File: config.mk
export PLATFORM = sky130hd
export DESIGN_NAME = h264_bitstream_drain
export DESIGN_NICKNAME = d
export VERILOG_FILES = /design/src/rtl/h264_bitstream_drain.sv
export SDC_FILE = /design/constraint.sdc
export NUM_CORES = 1
export LEC_CHECK = 0
export ABC_AREA = 1
export BUFFER_PORTS_ARGS = -buffer_cell sky130_fd_sc_hd__buf_4
export CAP_MARGIN = 40
export CORE_MARGIN = 3
export CORE_UTILIZATION = 40
export DETAILED_ROUTE_END_ITERATION = 7
export PLACE_DENSITY = 0.65
export SYNTH_ARGS = -nofsm -noshare
export SYNTH_HDL_FRONTEND = slang
export SYNTH_SLANG_ARGS = --single-unit
export TNS_END_PERCENT = 10
File: constraint.sdc
create_clock -name clk -period 4.7 [get_ports clk]
set_clock_uncertainty 0.15 [all_clocks]
set_input_delay 0 -clock clk [delete_from_list [all_inputs] [get_ports clk]]
set_output_delay 0 -clock clk [all_outputs]
set_load 0.05 [all_outputs]
File: src/rtl/h264_bitstream_drain.sv
// h264_bitstream_drain
//
// Reader side of the packer output buffer. Once the packer flags the last
// 4x4 block of a frame, the buffered bitstream words are read back over
// h264_addr/h264_out and streamed downstream on a valid/ready port. After
// the final word has been accepted, h264_buf_clear pulses so the packer
// can reuse its buffer.
//
// Ports
//   clk, rst            clock, synchronous active-high reset
//   h264_reset          encoder soft reset, same effect as rst
//   h264_enc_last4x4    frame-complete pulse from the packer
//   h264_buf_cnt        valid words in the packer buffer
//   h264_addr/h264_out  packer read port (data one cycle after address)
//   h264_buf_clear      one-cycle buffer-empty pulse
//   drain_busy          high from trigger until clear or abort
//   drain_ovf           sticky: h264_buf_cnt exceeded BUF_DEPTH
//   m_valid/m_ready/m_data/m_last  downstream stream
//
// Build option
//   H264_DRAIN_BYTESWAP_EN  byte-reverse each word (big-endian NAL order
//                           for a little-endian memory writer)
//
// FSM states
//   state   | meaning
//   IDLE    | waiting for h264_enc_last4x4
//   SNAP    | capture word count, issue read of address 0
//   READ    | issue reads while FIFO credit allows
//   FLUSH   | all reads issued, wait for last word to handshake
//   CLEAR   | pulse h264_buf_clear, drop busy next cycle

module h264_bitstream_drain #(
   parameter int BUF_DEPTH  = 256,
   parameter int FIFO_DEPTH = 4
) (
   input  logic        clk,
   input  logic        rst,
   input  logic        h264_reset,
   input  logic        h264_enc_last4x4,
   input  logic [31:0] h264_buf_cnt,
   output logic [7:0]  h264_addr,
   input  logic [31:0] h264_out,
   output logic        h264_buf_clear,
   output logic        drain_busy,
   output logic        drain_ovf,
   output logic        m_valid,
   input  logic        m_ready,
   output logic [31:0] m_data,
   output logic        m_last
);

   localparam int AW = $clog2(BUF_DEPTH);
   localparam int PW = $clog2(FIFO_DEPTH);
   localparam int CW = $clog2(FIFO_DEPTH + 1);

   typedef enum logic [2:0] {
      S_IDLE,
      S_SNAP,
      S_READ,
      S_FLUSH,
      S_CLEAR
   } state_t;

   state_t        state_q, state_d;
   logic [AW-1:0] rd_ptr_q, rd_ptr_d;
   logic [AW-1:0] last_addr_q, last_addr_d;
   logic          inflight_q, inflight_d;
   logic          inflight_last_q, inflight_last_d;
   logic          clear_q, clear_d;
   logic          busy_q, busy_d;
   logic          ovf_q, ovf_d;

   logic [31:0]   mem_q [FIFO_DEPTH];
   logic [31:0]   mem_d [FIFO_DEPTH];
   logic          tag_q [FIFO_DEPTH];
   logic          tag_d [FIFO_DEPTH];
   logic [PW-1:0] wr_ptr_q, wr_ptr_d;
   logic [PW-1:0] rd_idx_q, rd_idx_d;
   logic [CW-1:0] count_q, count_d;

   logic          soft_rst;
   logic [31:0]   n_words;
   logic [AW-1:0] snap_last;
   logic          credit_ok;
   logic          issue, issue_last;
   logic          push, pop;
   logic          head_last;
   logic [31:0]   push_data;

   function automatic logic [PW-1:0] nxt_ptr(input logic [PW-1:0] p);
      return (p == PW'(FIFO_DEPTH - 1)) ? '0 : p + 1'b1;
   endfunction

   assign soft_rst  = rst | h264_reset;
   assign n_words   = (h264_buf_cnt > 32'(BUF_DEPTH)) ? 32'(BUF_DEPTH) : h264_buf_cnt;
   assign snap_last = AW'(n_words - 32'd1);

   // Words already queued plus the one still coming back from the packer
   // must leave room, so a returning word always finds a free slot.
   assign credit_ok = (32'(count_q) + 32'(inflight_q)) < 32'(FIFO_DEPTH);

   assign m_valid   = (count_q != '0);
   assign head_last = tag_q[rd_idx_q];
   assign pop       = m_valid & m_ready;
   assign push      = inflight_q;

`ifdef H264_DRAIN_BYTESWAP_EN
   assign push_data = {h264_out[7:0], h264_out[15:8], h264_out[23:16], h264_out[31:24]};
`else
   assign push_data = h264_out;
`endif

   generate
      if (AW >= 8) begin : g_addr_trunc
         assign h264_addr = rd_ptr_q[7:0];
      end else begin : g_addr_pad
         assign h264_addr = {{(8 - AW){1'b0}}, rd_ptr_q};
      end
   endgenerate

   assign m_data         = m_valid ? mem_q[rd_idx_q] : '0;
   assign m_last         = m_valid & head_last;
   assign h264_buf_clear = clear_q;
   assign drain_busy     = busy_q;
   assign drain_ovf      = ovf_q;

   always_comb begin
      state_d     = state_q;
      rd_ptr_d    = rd_ptr_q;
      last_addr_d = last_addr_q;
      busy_d      = busy_q;
      ovf_d       = ovf_q;
      clear_d     = 1'b0;
      issue       = 1'b0;
      issue_last  = 1'b0;

      case (state_q)
         S_IDLE: begin
            if (h264_enc_last4x4) begin
               state_d = S_SNAP;
               busy_d  = 1'b1;
            end
         end
         S_SNAP: begin
            if (h264_buf_cnt > 32'(BUF_DEPTH)) ovf_d = 1'b1;
            last_addr_d = snap_last;
            if (n_words == 32'd0) begin
               state_d = S_CLEAR;
               clear_d = 1'b1;
            end else begin
               // rd_ptr is parked at 0 while idle, so address 0 is already
               // on h264_addr; reading it here saves a cycle of startup.
               issue      = 1'b1;
               issue_last = (snap_last == '0);
               if (issue_last) begin
                  state_d  = S_FLUSH;
                  rd_ptr_d = '0;
               end else begin
                  state_d  = S_READ;
                  rd_ptr_d = rd_ptr_q + 1'b1;
               end
            end
         end
         S_READ: begin
            if (credit_ok) begin
               issue      = 1'b1;
               issue_last = (rd_ptr_q == last_addr_q);
               if (issue_last) begin
                  state_d  = S_FLUSH;
                  rd_ptr_d = '0;
               end else begin
                  rd_ptr_d = rd_ptr_q + 1'b1;
               end
            end
         end
         S_FLUSH: begin
            if (pop && head_last && !inflight_q) begin
               state_d = S_CLEAR;
               clear_d = 1'b1;
            end
         end
         S_CLEAR: begin
            state_d = S_IDLE;
            busy_d  = 1'b0;
         end
         default: state_d = S_IDLE;
      endcase

      inflight_d      = issue;
      inflight_last_d = issue_last;
   end

   always_comb begin
      mem_d    = mem_q;
      tag_d    = tag_q;
      wr_ptr_d = wr_ptr_q;
      rd_idx_d = rd_idx_q;
      count_d  = count_q;
      if (push) begin
         mem_d[wr_ptr_q] = push_data;
         tag_d[wr_ptr_q] = inflight_last_q;
         wr_ptr_d        = nxt_ptr(wr_ptr_q);
      end
      if (pop) rd_idx_d = nxt_ptr(rd_idx_q);
      case ({push, pop})
         2'b10:   count_d = count_q + 1'b1;
         2'b01:   count_d = count_q - 1'b1;
         default: count_d = count_q;
      endcase
   end

   always_ff @(posedge clk) begin
      // Storage needs no reset: count_q gates everything read from it.
      mem_q <= mem_d;
      tag_q <= tag_d;
      if (soft_rst) begin
         state_q         <= S_IDLE;
         rd_ptr_q        <= '0;
         last_addr_q     <= '0;
         inflight_q      <= 1'b0;
         inflight_last_q <= 1'b0;
         clear_q         <= 1'b0;
         busy_q          <= 1'b0;
         ovf_q           <= 1'b0;
         wr_ptr_q        <= '0;
         rd_idx_q        <= '0;
         count_q         <= '0;
      end else begin
         state_q         <= state_d;
         rd_ptr_q        <= rd_ptr_d;
         last_addr_q     <= last_addr_d;
         inflight_q      <= inflight_d;
         inflight_last_q <= inflight_last_d;
         clear_q         <= clear_d;
         busy_q          <= busy_d;
         ovf_q           <= ovf_d;
         wr_ptr_q        <= wr_ptr_d;
         rd_idx_q        <= rd_idx_d;
         count_q         <= count_d;
      end
   end

endmodule
==> results.md, run 1 <==
- The flow ran to the end, and the final reports show no timing, DRC or antenna violations.
- The clock tree from TritonCTS is yes.
- The most instantiated library cell after synthesis is sky130_fd_sc_hd__nor2_1.
- The sum of negative setup slack is 0 ns.
- The number of enable-type register cells in the synthesized netlist is 132.
- The die footprint is 0.0197 mm^2.
- The count of routing violations after the opening detailed-route iteration is 326.
- The root buffer cell chosen for the clock tree is sky130_fd_sc_hd__clkbuf_16.
- The cell count after synthesis came out at 710.
- The delay of the slowest cell on the worst path is 0.58 ns.
- The tool flagged a number of max-cap violations equal to 0.
- The number of nets with antenna violations after detailed routing is 0.
- Counting I/O delays and the setup requirement, the final critical path takes 4.29 ns.
- The worst-skew pair later-pin latency is 0.42 ns.
- The analysis attributes to net switching a power of 0.000684 W.
- The number of I/O port buffers is 113.
- The worst endpoint data arrival time is 4.44 ns.
- The max-slew violation total from the final report is 0.
- CTS saw 163 sinks.
- The gate family responsible for the most delay along the worst path is buffers and inverters.
- After synthesis, the most frequently instantiated cells are 167 x sky130_fd_sc_hd__nor2_1, 132 x sky130_fd_sc_hd__edfxtp_1, 80 x sky130_fd_sc_hd__o21ai_0.
- In this run, CTS created clock tree buffers numbering 17.
- At the end of routability-driven placement, the weighted congestion stood at 0.810.
- The cell-internal power is 0.00240 W.
- Entering global routing, the biggest net connects 69 pins.
- The number of buffers between clock root and the deepest sink is 2.
- In the final layout, the share of cells above drive strength 1 is 22.3%.
- The area of the core is 0.0175 mm^2.
- For this design the ratio of total power to cell area is 325 mW/mm^2.
- The mean post-synth cell area is 10.2 um^2.
- The normalized max-slew margin is 42.7%.
- The synthesized design contains 163 register bits.
- The fraction of synthesis flops using an asynchronous set or reset pin is 0%.
- The data required time of the critical path is 4.85 ns.
- After floorplanning, the core was divided into 48 placement rows.
- The number of library cell types mapped by synthesis is 43.
- The register clock-pin slew on the reported worst setup and hold paths is 0.07 ns.
- The number of inserted diodes is 0.
- The tightest min-delay check is of the in -> reg type.
- Sequential elements use 63.3% of the synthesized area.
- The worst setup path is of the in -> reg kind.
- Along the worst path, the maximum fanout reaches 8.
- The worst voltage drop across the vdd grid is 0.256 mV.
- During synthesis, Yosys emitted a total of 0 warnings.
- The global-route wire length before repair is 25.8 mm.
- The first detailed-routing pass took 4 iterations.
- When the netlist entered floorplanning its net count stood at 790.
- The post-route clock period utilization is 91.3%.
- The most used flip-flop cell after synthesis is sky130_fd_sc_hd__edfxtp_1.
- The critical path goes through dlygate4sd3_1 -> buf_4 -> nor2_2 -> nand2_1 -> nor2_2 -> nand2_2 -> nand2_4 -> nand2_8 -> inv_4 -> o21ai_2 -> dlygate4sd3_1 -> nand2_1 -> dlygate4sd3_1 -> nand2_1 -> dlygate4sd3_1 -> nand2_1 -> dlygate4sd3_1 -> a21oi_1 -> dlygate4sd3_1.
- During I/O placement, the number of pins put on the boundary was 114.
- The worst setup path is launched from an input pin.
- Dividing the detail-routed wire length by the instance count gives 14.4 um.
- The analysis attributes to cell leakage a power of 3.74 nW.
- The net count reported at finish is 958.
- The final hold violation count is 0.
- The initial antenna violation count is 0.
- The worst setup path is captured at a flip-flop.
- Timing would allow up to 233 MHz.
- The cell type with the highest occurrence count on the critical path is sky130_fd_sc_hd__dlygate4sd3_1.
- The remaining routing DRC violations is 0.
- The final layout contains routed wiring with a total length of 16.1 mm.
- The floorplan die height is 141 um.
- The cell with the largest stage delay on the worst path is sky130_fd_sc_hd__dlygate4sd3_1.
- For this run, the total global-route usage over all layers was measured as 16.5%.
- By area the synthesized netlist is led by sky130_fd_sc_hd__edfxtp_1 55%, sky130_fd_sc_hd__nor2_1 8.7%, sky130_fd_sc_hd__dfxtp_1 8.6%, sky130_fd_sc_hd__o21ai_0 5.5%, sky130_fd_sc_hd__a21oi_1 3.6%.
- From synthesis to final layout, the design area changed by 30.9%.
- The buffering stage count on the worst path with inverters included is 8.
- The setup-violating endpoint count in the final report is 0.
- The synthesized area is 0.00724 mm^2.
- The number of global-route vias before repair is 5365.
- The switching fraction of total power is 22.2%.
- The number of vias after detailed routing is 5388.
- The detailed-route vias per instance is 4.83.
- The proportion of power drawn by combinational gates is 5.1%.
- The H-tree was split into 4 levels.
- For the pin with the worst max-slew slack, the measured transition is 0.855 ns.
- The HPWL after detailed placement is 9.98 mm.
- The initial utilization of the core area, before any placement, comes to 41.4%.
- Registers are responsible for 50.8% of the overall power.
- From left edge to right edge, the die measures 141 um.
- Summed over all instances, the cell type with the most area after synthesis is sky130_fd_sc_hd__edfxtp_1.
- The top-area cell type share of the netlist area is 54.8%.
- The design draws 0.00308 W.
- For this run the aggregate overflow at the end of global routing stands at 0.
- Setup repair after global routing left no endpoint under its margin.
- Post-CTS timing repair inserted 0 buffers for setup.
- The share of total power dissipated in the clock network is 44.0%.
## metrics by stage
| step | setup WS (ns) | hold slack, ns | cell area [um^2] | instances | utilization, % |
|---|---|---|---|---|---|
| after global placement | 2.31 | 0.0535 | 8350 | 1031 | 47.8 |
| after floorplan | 2.40 | -0.0511 | 7240 | 710 | - |
| after global routing | 0.208 | 0.135 | 9470 | 1116 | 54.2 |
| final | 0.408 | 0.0787 | 9470 | 1116 | 54.2 |
| after detailed placement | 2.34 | 0.0541 | 8370 | 1032 | 47.9 |
| after CTS | 0.421 | 0.0740 | 9470 | 1116 | 54.2 |
## power by group through the flow
stage               sequential [W]  combinational [W]  clock [W]
floorplan                  0.00160          0.0000492          0
global placement           0.00160           0.000128          0
detailed placement         0.00160           0.000129          0
CTS                        0.00157           0.000159    0.00138
global route               0.00157           0.000174    0.00144
finish                     0.00157           0.000159    0.00136
## flip-flops by register name (all words and copies together) (netlist names)
register,cells
mem_q,128
h264_addr,8
last_addr_q,8
tag_q,4
count_q,3
state_q,3
rd_idx_q,2
wr_ptr_q,2
drain_busy,1
drain_ovf,1
h264_buf_clear,1
inflight_last_q,1
inflight_q,1
## logic make-up (layout without fill, tap and decap cells)
| group | Yosys count | after routing | share of synthesized area (%) |
|---|---|---|---|
| AND/OR/NAND/NOR | 290 | 290 | 18.1 |
| flip-flops | 163 | 163 | 63.3 |
| AO/OA/AOI/OAI | 147 | 147 | 10.9 |
| buffers and inverters | 93 | 274 | 4.91 |
| adder cells (fa/ha/maj) | 11 | 11 | 2.00 |
| XOR/XNOR | 6 | 6 | 0.726 |
## placed cells by master (no fill, tap or decap), drive strengths merged
cell         instances
nor2               183
edfxtp             132
buf                123
o21ai               83
inv                 74
nand2               70
a21oi               52
dlygate4sd3         52
dfxtp               31
clkbuf              17
nand3               13
ha                  10
nor3                 9
nand4                7
xor2                 6
o211ai               4
clkinvlp             4
or2                  4
clkinv               3
and2                 2
a2111oi              2
o22ai                1
nand3b               1
and3                 1
o41ai                1
o31ai                1
o311ai               1
a211oi               1
o21bai               1
fa                   1
bufinv               1
## worst register-to-register path, cell delays in order (launching register included)
cell,delay [ns]
sky130_fd_sc_hd__dfxtp_2,0.33
sky130_fd_sc_hd__buf_4,0.59
sky130_fd_sc_hd__o21ai_0,0.19
sky130_fd_sc_hd__o22ai_1,0.19
sky130_fd_sc_hd__inv_1,0.09
sky130_fd_sc_hd__o31ai_1,0.28
sky130_fd_sc_hd__nand3_1,0.21
sky130_fd_sc_hd__nor2_1,0.13
sky130_fd_sc_hd__nand2_1,0.07
sky130_fd_sc_hd__a21oi_1,0.11
## worst paths after layout
kind                            slack [ns]                        from                           to  cells after the start
worst max-delay path                  0.41             h264_buf_cnt[1]  last_addr_q[7]$_SDFFE_PP0N_                     19
worst min-delay path                  0.08             h264_buf_cnt[7]        inflight_q$_SDFF_PP0_                      7
worst max register to register        2.29    rd_idx_q[0]$_SDFFE_PP0P_      state_q[0]$_SDFFE_PP0P_                      9
worst min register to register        0.32  inflight_last_q$_SDFF_PP0_           tag_q[1]$_DFFE_PP_                      0
## cell type report
cell class	count	area [um^2]
Fill cell	1535	8000
Inverter	67	256
Sequential cell	163	4590
Clock buffer	17	425
Clock inverter	15	161
Timing Repair Buffer	175	1460
Tap cell	225	282
Multi-Input combinational cell	454	2310
## per-layer routing
layer	routed length [um]	part of all wire, %	track usage, %
met1	7270	45	21.3
met2	7880	49	28.2
met3	789	4.9	3.72
met4	106	0.66	4.39
met5	0	0	0
## repair_timing
action,CTS,global route
hold endpoints to repair,154,0
resized for setup,0,0
hold buffers,52,0
Power figures use the tool's default switching activity.
==> run 2, diff against run 1 <==
--- a/config.mk
+++ b/config.mk
@@ -10,6 +10,7 @@
 export CAP_MARGIN = 40
 export CORE_MARGIN = 3
 export CORE_UTILIZATION = 40
+export CTS_BUF_LIST = sky130_fd_sc_hd__clkbuf_8
 export DETAILED_ROUTE_END_ITERATION = 7
 export PLACE_DENSITY = 0.65
 export SYNTH_ARGS = -nofsm -noshare
==> run 2 against run 1 <==
Effect of this change: critical path depth stayed put; largest power group unchanged; largest cell class unchanged; die area stayed put; global-route usage is 0.081 points higher; sequential power hardly changed.
==> results.md, run 2 (same netlist as run 1, synthesis figures left out) <==
- The flow ran to the end, and the final reports show no timing, DRC or antenna violations.
- The class of the worst hold path is in -> reg.
- During I/O placement, the number of pins put on the boundary was 114.
- The die is 141 um tall.
- The analysis attributes to cell leakage a power of 3.66 nW.
- Across the VDD grid, the largest voltage drop is 0.184 mV.
- The number of I/O port buffers is 113.
- The master cell of the clock root buffer is sky130_fd_sc_hd__clkbuf_8.
- The final routed wire length divided by cell count is 14.3 um.
- Counting along the longest clock path gives a buffer depth of 2.
- The remaining routing DRC violations is 0.
- The placed standard-cell area is 0.00837 mm^2.
- The number of gates resized after CTS is 0.
- Setup repair after global routing left no endpoint under its margin.
- The top cell types in the final layout, fill and taps aside, are 167 x sky130_fd_sc_hd__nor2_1, 132 x sky130_fd_sc_hd__edfxtp_1, 122 x sky130_fd_sc_hd__buf_4, 80 x sky130_fd_sc_hd__o21ai_0, 63 x sky130_fd_sc_hd__nand2_1.
- On the critical path, the stage with the largest delay is an instance of sky130_fd_sc_hd__dlygate4sd3_1.
- For the worst setup path, the data required time is 4.88 ns.
- STA classifies the critical path startpoint as an input pin.
- The later pin in the worst-skew pair is clocked with a latency of 0.44 ns.
- The post-DP HPWL is 9.98 mm.
- With fillers left out, the area of the finished cells amounts to 0.00929 mm^2.
- The max-cap check violation count is 0.
- After layout, the worst path uses 90.7% of the clock period.
- The cell type with the highest occurrence count on the critical path is sky130_fd_sc_hd__dlygate4sd3_1.
- The overall die width is 141 um.
- The total congestion overflow after global routing is 0.
- The initial antenna violation count is 0.
- The final hold violation count is 0.
- The total clock sinks is 163.
- The register clock-pin slew on the reported worst setup and hold paths is 0.09 ns.
- After layout, the minimum clock period comes to 4.26 ns.
- Of all nets on the critical path, the largest fanout is 8.
- The critical path goes through dlygate4sd3_1 -> buf_4 -> nor2_2 -> nand2_1 -> nor2_2 -> nand2_2 -> nand2_4 -> nand2_8 -> inv_4 -> o21ai_2 -> dlygate4sd3_1 -> nand2_1 -> dlygate4sd3_1 -> nand2_1 -> dlygate4sd3_1 -> nand2_1 -> dlygate4sd3_1 -> a21oi_1 -> dlygate4sd3_1.
- In the routed layout, each cell is associated on average with a via count of 4.85.
- The number of antenna diodes in the final layout is 0.
- The count of routing violations after the opening detailed-route iteration is 265.
- The number of global-route vias before repair was 5369.
- The setup-violating endpoint count in the final report is 0.
- The library cell used most frequently in the layout, excluding fill and tap cells, is sky130_fd_sc_hd__nor2_1.
- More flip-flops sit in one register than any other, and that register is mem_q.
- The maximum operating frequency is 234 MHz.
- The clock tree from TritonCTS is yes.
- The post-route worst setup slack is 0.435 ns.
- The first detailed-routing pass took 6 iterations.
- The effective utilization at floorplan is 41.4%.
- Cells with a size suffix above 1 make up 22.3% of the layout.
- The area of the core is 0.0175 mm^2.
- In this run the tightest slew margin relative to its limit is 42.4%.
- The worst setup path category is in -> reg.
- Final hold analysis gives a worst-case slack of 0.0517 ns.
- OpenSTA, run right after detailed placement, puts the worst setup slack at 2.34 ns.
- The design draws 0.00272 W.
- The max-slew violation total from the final report is 0.
- The area growth from synthesis to layout is 28.3%.
- The first global-routing pass estimated 25.9 mm of wire.
- The number of buffers and inverters on the critical path is 8.
- For this block, the routed nets add up to 16.0 mm of wire.
- The global placer's final weighted congestion is 0.810.
- The final route contains 5413 vias.
- The element type at the critical path end is a flip-flop.
- The die footprint is 0.0197 mm^2.
- The total routing resource utilization after global routing is 16.6%.
- STA puts the critical path data arrival time at 4.45 ns.
- Summed over all failing endpoints, the final setup total negative slack is 0 ns.
- The net count reported at finish is 959.
- The number of buffers added by the clock tree synthesis step is 17.
- The gate family responsible for the most delay along the worst path is buffers and inverters.
- Once detail routing completed, the nets flagged for antenna violations numbered 0.
- The floorplan has 48 rows.
- The pin count of the biggest net entering global routing is 69.
- In this run the power density over the cells is 293 mW/mm^2.
- CTS built an H-tree with a depth of 4.
- At the pin with the least slew margin, the transition time is 0.860 ns.
- In this design, the stage delay of the slowest critical-path cell is 0.59 ns.
- The register with the most flip-flops in the layout has 128 of them.
-- run 2: per-stage QoR --
step	std cells	util, %
final	1117	53.2
after global routing	1117	53.2
after CTS	1117	53.2
after detailed placement	1032	47.9
after global placement	1031	47.8
after floorplan	710	-
-- run 2: area by class of cell --
cell class / instances / area (um^2)
fillers: 1565 / 8190
flip-flops and latches: 163 / 4590
multi-input cells: 454 / 2310
repair buffers: 176 / 1470
well taps: 225 / 282
inverters: 67 / 256
clock buffers: 17 / 234
clock inverters: 15 / 161
-- run 2: report_power, final --
group	switching [W]	internal (W)	total, W
logic	0.0000774	0.0000812	0.000159
clock network	0.000554	0.000445	0.000999
registers	0.00000437	0.00156	0.00156
-- run 2: repair_timing --
action,CTS,global route
hold buffers,53,0
hold endpoints to repair,157,0
setup buffers,0,0
-- run 2: tightest hold or removal path, cell delays in order --
cell                      delay (ns)
sky130_fd_sc_hd__buf_4          0.08
sky130_fd_sc_hd__inv_1          0.05
sky130_fd_sc_hd__nor2_4         0.14
sky130_fd_sc_hd__nor3_2         0.07
sky130_fd_sc_hd__nand3_2        0.10
sky130_fd_sc_hd__nand2_4        0.08
sky130_fd_sc_hd__nor2_1         0.08
-- run 2: worst paths after layout --
check / depth (start not counted) / slack (ns) / from / to
setup / recovery: 19 / 0.44 / h264_buf_cnt[1] / last_addr_q[7]$_SDFFE_PP0N_
hold / removal: 7 / 0.05 / h264_buf_cnt[7] / inflight_q$_SDFF_PP0_
setup reg to reg: 9 / 2.24 / rd_idx_q[0]$_SDFFE_PP0P_ / state_q[0]$_SDFFE_PP0P_
hold reg to reg: 0 / 0.33 / inflight_last_q$_SDFF_PP0_ / tag_q[1]$_DFFE_PP_
-- run 2: per-layer routing --
metal / global-route usage, % / routed length (um) / vias to the layer above
met4: 4.90 / 186 / 0
met1: 21.2 / 7260 / 2535
met2: 28.3 / 7790 / 119
met5: 0 / 0 / -
li1: - / - / 2743
met3: 3.76 / 712 / 16
==> run 3, diff against run 2 <==
--- a/config.mk
+++ b/config.mk
@@ -6,13 +6,13 @@
 export NUM_CORES = 1
 export LEC_CHECK = 0
 export ABC_AREA = 1
-export BUFFER_PORTS_ARGS = -buffer_cell sky130_fd_sc_hd__buf_4
 export CAP_MARGIN = 40
 export CORE_MARGIN = 3
 export CORE_UTILIZATION = 40
 export CTS_BUF_LIST = sky130_fd_sc_hd__clkbuf_8
 export DETAILED_ROUTE_END_ITERATION = 7
-export PLACE_DENSITY = 0.65
+export DONT_BUFFER_PORTS = 1
+export PLACE_DENSITY = 0.59
 export SYNTH_ARGS = -nofsm -noshare
 export SYNTH_HDL_FRONTEND = slang
 export SYNTH_SLANG_ARGS = --single-unit
==> constraint.sdc (replaced) <==
create_clock -name clk -period 4.95 [get_ports clk]
set_clock_uncertainty 0.15 [all_clocks]
set_input_delay 0 -clock clk [delete_from_list [all_inputs] [get_ports clk]]
set_output_delay 0 -clock clk [all_outputs]
set_load 0.05 [all_outputs]
==> run 3 against run 2 <==
Effect of this change: cell count decreased by 6.4%; count of clock-buffer cells in the layout is the same; via count decreased by 2.7%; critical path type unchanged; highest routed layer unchanged.
==> results.md, run 3 (same netlist as run 1, synthesis figures left out) <==
- The flow ran to the end, and the final reports show no timing, DRC or antenna violations.
- After clock tree synthesis, the clock-pin slew on the worst setup and hold paths is 0.08 ns.
- Entering global routing, the biggest net connects 69 pins.
- The total detailed-routing wirelength is 16.3 mm.
- Power comes to 0.00254 W.
- For this block, the initial DRC count from the detailed router was 326.
- Of the available clock period, the critical path in the final layout requires 95.5%.
- The total congestion overflow after global routing is 0.
- The max-slew violation total from the final report is 0.
- The number of buffers between clock root and the deepest sink is 2.
- Across the run, the number of max-cap violations was 0.
- The tightest hold margin is 0.0236 ns.
- Along the worst path, the maximum fanout reaches 8.
- The setup-violating endpoint count in the final report is 0.
- The number of inserted diodes is 0.
- The number of I/O port buffers is 0.
- During I/O placement, the number of pins put on the boundary was 114.
- The first global-routing pass estimated 26.3 mm of wire.
- In the layout the commonest cells are 167 x sky130_fd_sc_hd__nor2_1, 132 x sky130_fd_sc_hd__edfxtp_1, 80 x sky130_fd_sc_hd__o21ai_0, 64 x sky130_fd_sc_hd__dlygate4sd3_1, 63 x sky130_fd_sc_hd__nand2_1.
- The number of levels in the clock H-tree is 4.
- Buffers inserted during clock tree synthesis total 17.
- STA puts the critical path data arrival time at 4.87 ns.
- The initial antenna violation count is 0.
- In this design, the stage delay of the slowest critical-path cell is 0.58 ns.
- The clock tree from TritonCTS is yes.
- The element type at the critical path end is a flip-flop.
- The flip-flop count of the largest register, all copies and words added is 128.
- Setup repair after global routing left no endpoint under its margin.
- The final hold violation count is 0.
- Ranked by flip-flop count, first place goes to mem_q.
- Routability-driven placement finished with a final weighted congestion of 0.817.
- The transition time of the tightest slew-check pin is 0.865 ns.
- The worst-skew pair later-pin latency is 0.43 ns.
- The total number of placement rows is 48.
- The worst setup path category is in -> reg.
- The minimum period implied by the final worst setup slack is 4.73 ns.
- In this run the post-CTS setup repair buffer count came out at 0.
- In the final design database the tool counted 890 nets.
- The tree is rooted in a sky130_fd_sc_hd__clkbuf_8.
- The floorplan step defined a die boundary enclosing 0.0197 mm^2.
- From left edge to right edge, the die measures 141 um.
- The critical path contains buffers and inverters numbering 8 combined.
- The number of global-route vias before repair is 5249.
- The static leakage power is 3.32 nW.
- Static timing analysis puts the maximum clock frequency at 211 MHz.
- Leaving out fill and tap cells, the most frequent cell in the layout is sky130_fd_sc_hd__nor2_1.
- The floorplan step set the die height to 141 um.
- After routing, the total negative slack on setup checks comes to 0 ns.
- The signal on the critical path passes through dlygate4sd3_1 -> nor2_4 -> dlygate4sd3_1 -> nand2_1 -> nor2_2 -> dlygate4sd3_1 -> nand2_2 -> nand2_4 -> nand2_8 -> inv_4 -> o21ai_2 -> dlygate4sd3_1 -> nand2_1 -> dlygate4sd3_1 -> nand2_1 -> dlygate4sd3_1 -> nand2_1 -> dlygate4sd3_1 -> a21oi_1.
- The number of vias after detailed routing is 5265.
- The most numerous cell type found on the critical path is sky130_fd_sc_hd__dlygate4sd3_1.
- The class of the worst hold path is in -> reg.
- The final routed wire length divided by cell count is 15.6 um.
- The detailed-route vias per instance is 5.03.
- Global routing used 16.8% of the available tracks across all layers.
- The first detailed-routing pass took 5 iterations.
- After routing the design area is 0.00879 mm^2.
- Summed over all nets, the half-perimeter wirelength after detailed placement is 10.2 mm.
- The clock drives 163 sinks.
- The final cell count without fillers is 1046.
- The cell family contributing the most delay on the critical path is buffers and inverters.
- The power per cell area is 289 mW/mm^2.
- The fraction of layout instances using a drive strength above 1 is 14.1%.
- From synthesis to final layout, the design area changed by 21.4%.
- The data required time of the critical path is 5.09 ns.
- Once the floorplan was initialized, standard cells occupied 41.4% of the core.
- Including well taps, the total number of placed cells is 952.
- The cell with the largest stage delay on the worst path is sky130_fd_sc_hd__dlygate4sd3_1.
- The region available for standard cell placement spans 0.0175 mm^2.
- STA classifies the critical path startpoint as an input pin.
- The normalized max-slew margin is 42.0%.
- The worst voltage drop across the vdd grid is 0.175 mV.
- Once placement finished, the instance area stood at 0.00776 mm^2.
- In the routed design, unresolved DRC markers number 0.
- The detail route stage leaves a number of antenna-violating nets equal to 0.
## run 3: cell count changes in the layout (fill, tap and decap cells not counted), moves of 2 or more
cell	before	now
sky130_fd_sc_hd__dlygate4sd3_1	53	64
sky130_fd_sc_hd__clkinv_4	0	2
sky130_fd_sc_hd__inv_8	7	1
sky130_fd_sc_hd__clkinvlp_4	4	1
sky130_fd_sc_hd__inv_6	2	6
sky130_fd_sc_hd__buf_4	122	42
## run 3: worst paths after layout
| path | slack (ns) | cells after the start | start | endpoint |
|---|---|---|---|---|
| setup / recovery | 0.22 | 19 | h264_buf_cnt[11] | last_addr_q[7]$_SDFFE_PP0N_ |
| hold / removal | 0.02 | 8 | h264_buf_cnt[24] | drain_ovf$_SDFFE_PP0P_ |
| setup reg to reg | 2.37 | 11 | count_q[1]$_SDFFE_PP0P_ | count_q[2]$_SDFFE_PP0P_ |
| hold reg to reg | 0.35 | 0 | inflight_last_q$_SDFF_PP0_ | tag_q[3]$_DFFE_PP_ |
## run 3: per-stage QoR
step	util (%)	worst slack (ns)
floorplan	-	2.65
global placement	44.2	2.46
detailed placement	44.4	2.40
CTS	50.3	0.337
global route	50.3	0.0413
finish	50.3	0.220
## run 3: where the power goes
part / switching [W] / leakage (nW) / internal (W)
Combinational: 0.0000605 / 1.68 / 0.0000463
Sequential: 0.00000905 / 1.44 / 0.00148
Clock: 0.000487 / 0.197 / 0.000456
Total: 0.000556 / 3.32 / 0.00198
## run 3: tightest hold or removal path: cells and delay by family
family | cells | cell delay (ns)
compound gates | 1 | 0.07
buf+inv | 1 | 0.02
simple gates | 6 | 0.46
## run 3: cell type report
type,count,area [um^2]
multi-input cells,454,2310
clock buffers,17,234
fillers,1571,8680
clock inverters,13,153
repair buffers,107,976
flip-flops and latches,163,4590
inverters,67,256
well taps,225,282
## run 3: routing by layer
layer / share of wire [%] / up-vias / GRT usage, %
met1: 42 / 2521 / 20.2
li1: - / 2596 / -
met2: 51 / 137 / 30.0
met4: 0.70 / 0 / 3.93
met5: 0 / - / 0
met3: 5.6 / 11 / 4.57
## run 3: what timing repair did
action | CTS | global route
hold endpoints to repair | 159 | 0
hold buffers | 64 | 0
gates resized for setup | 0 | 0
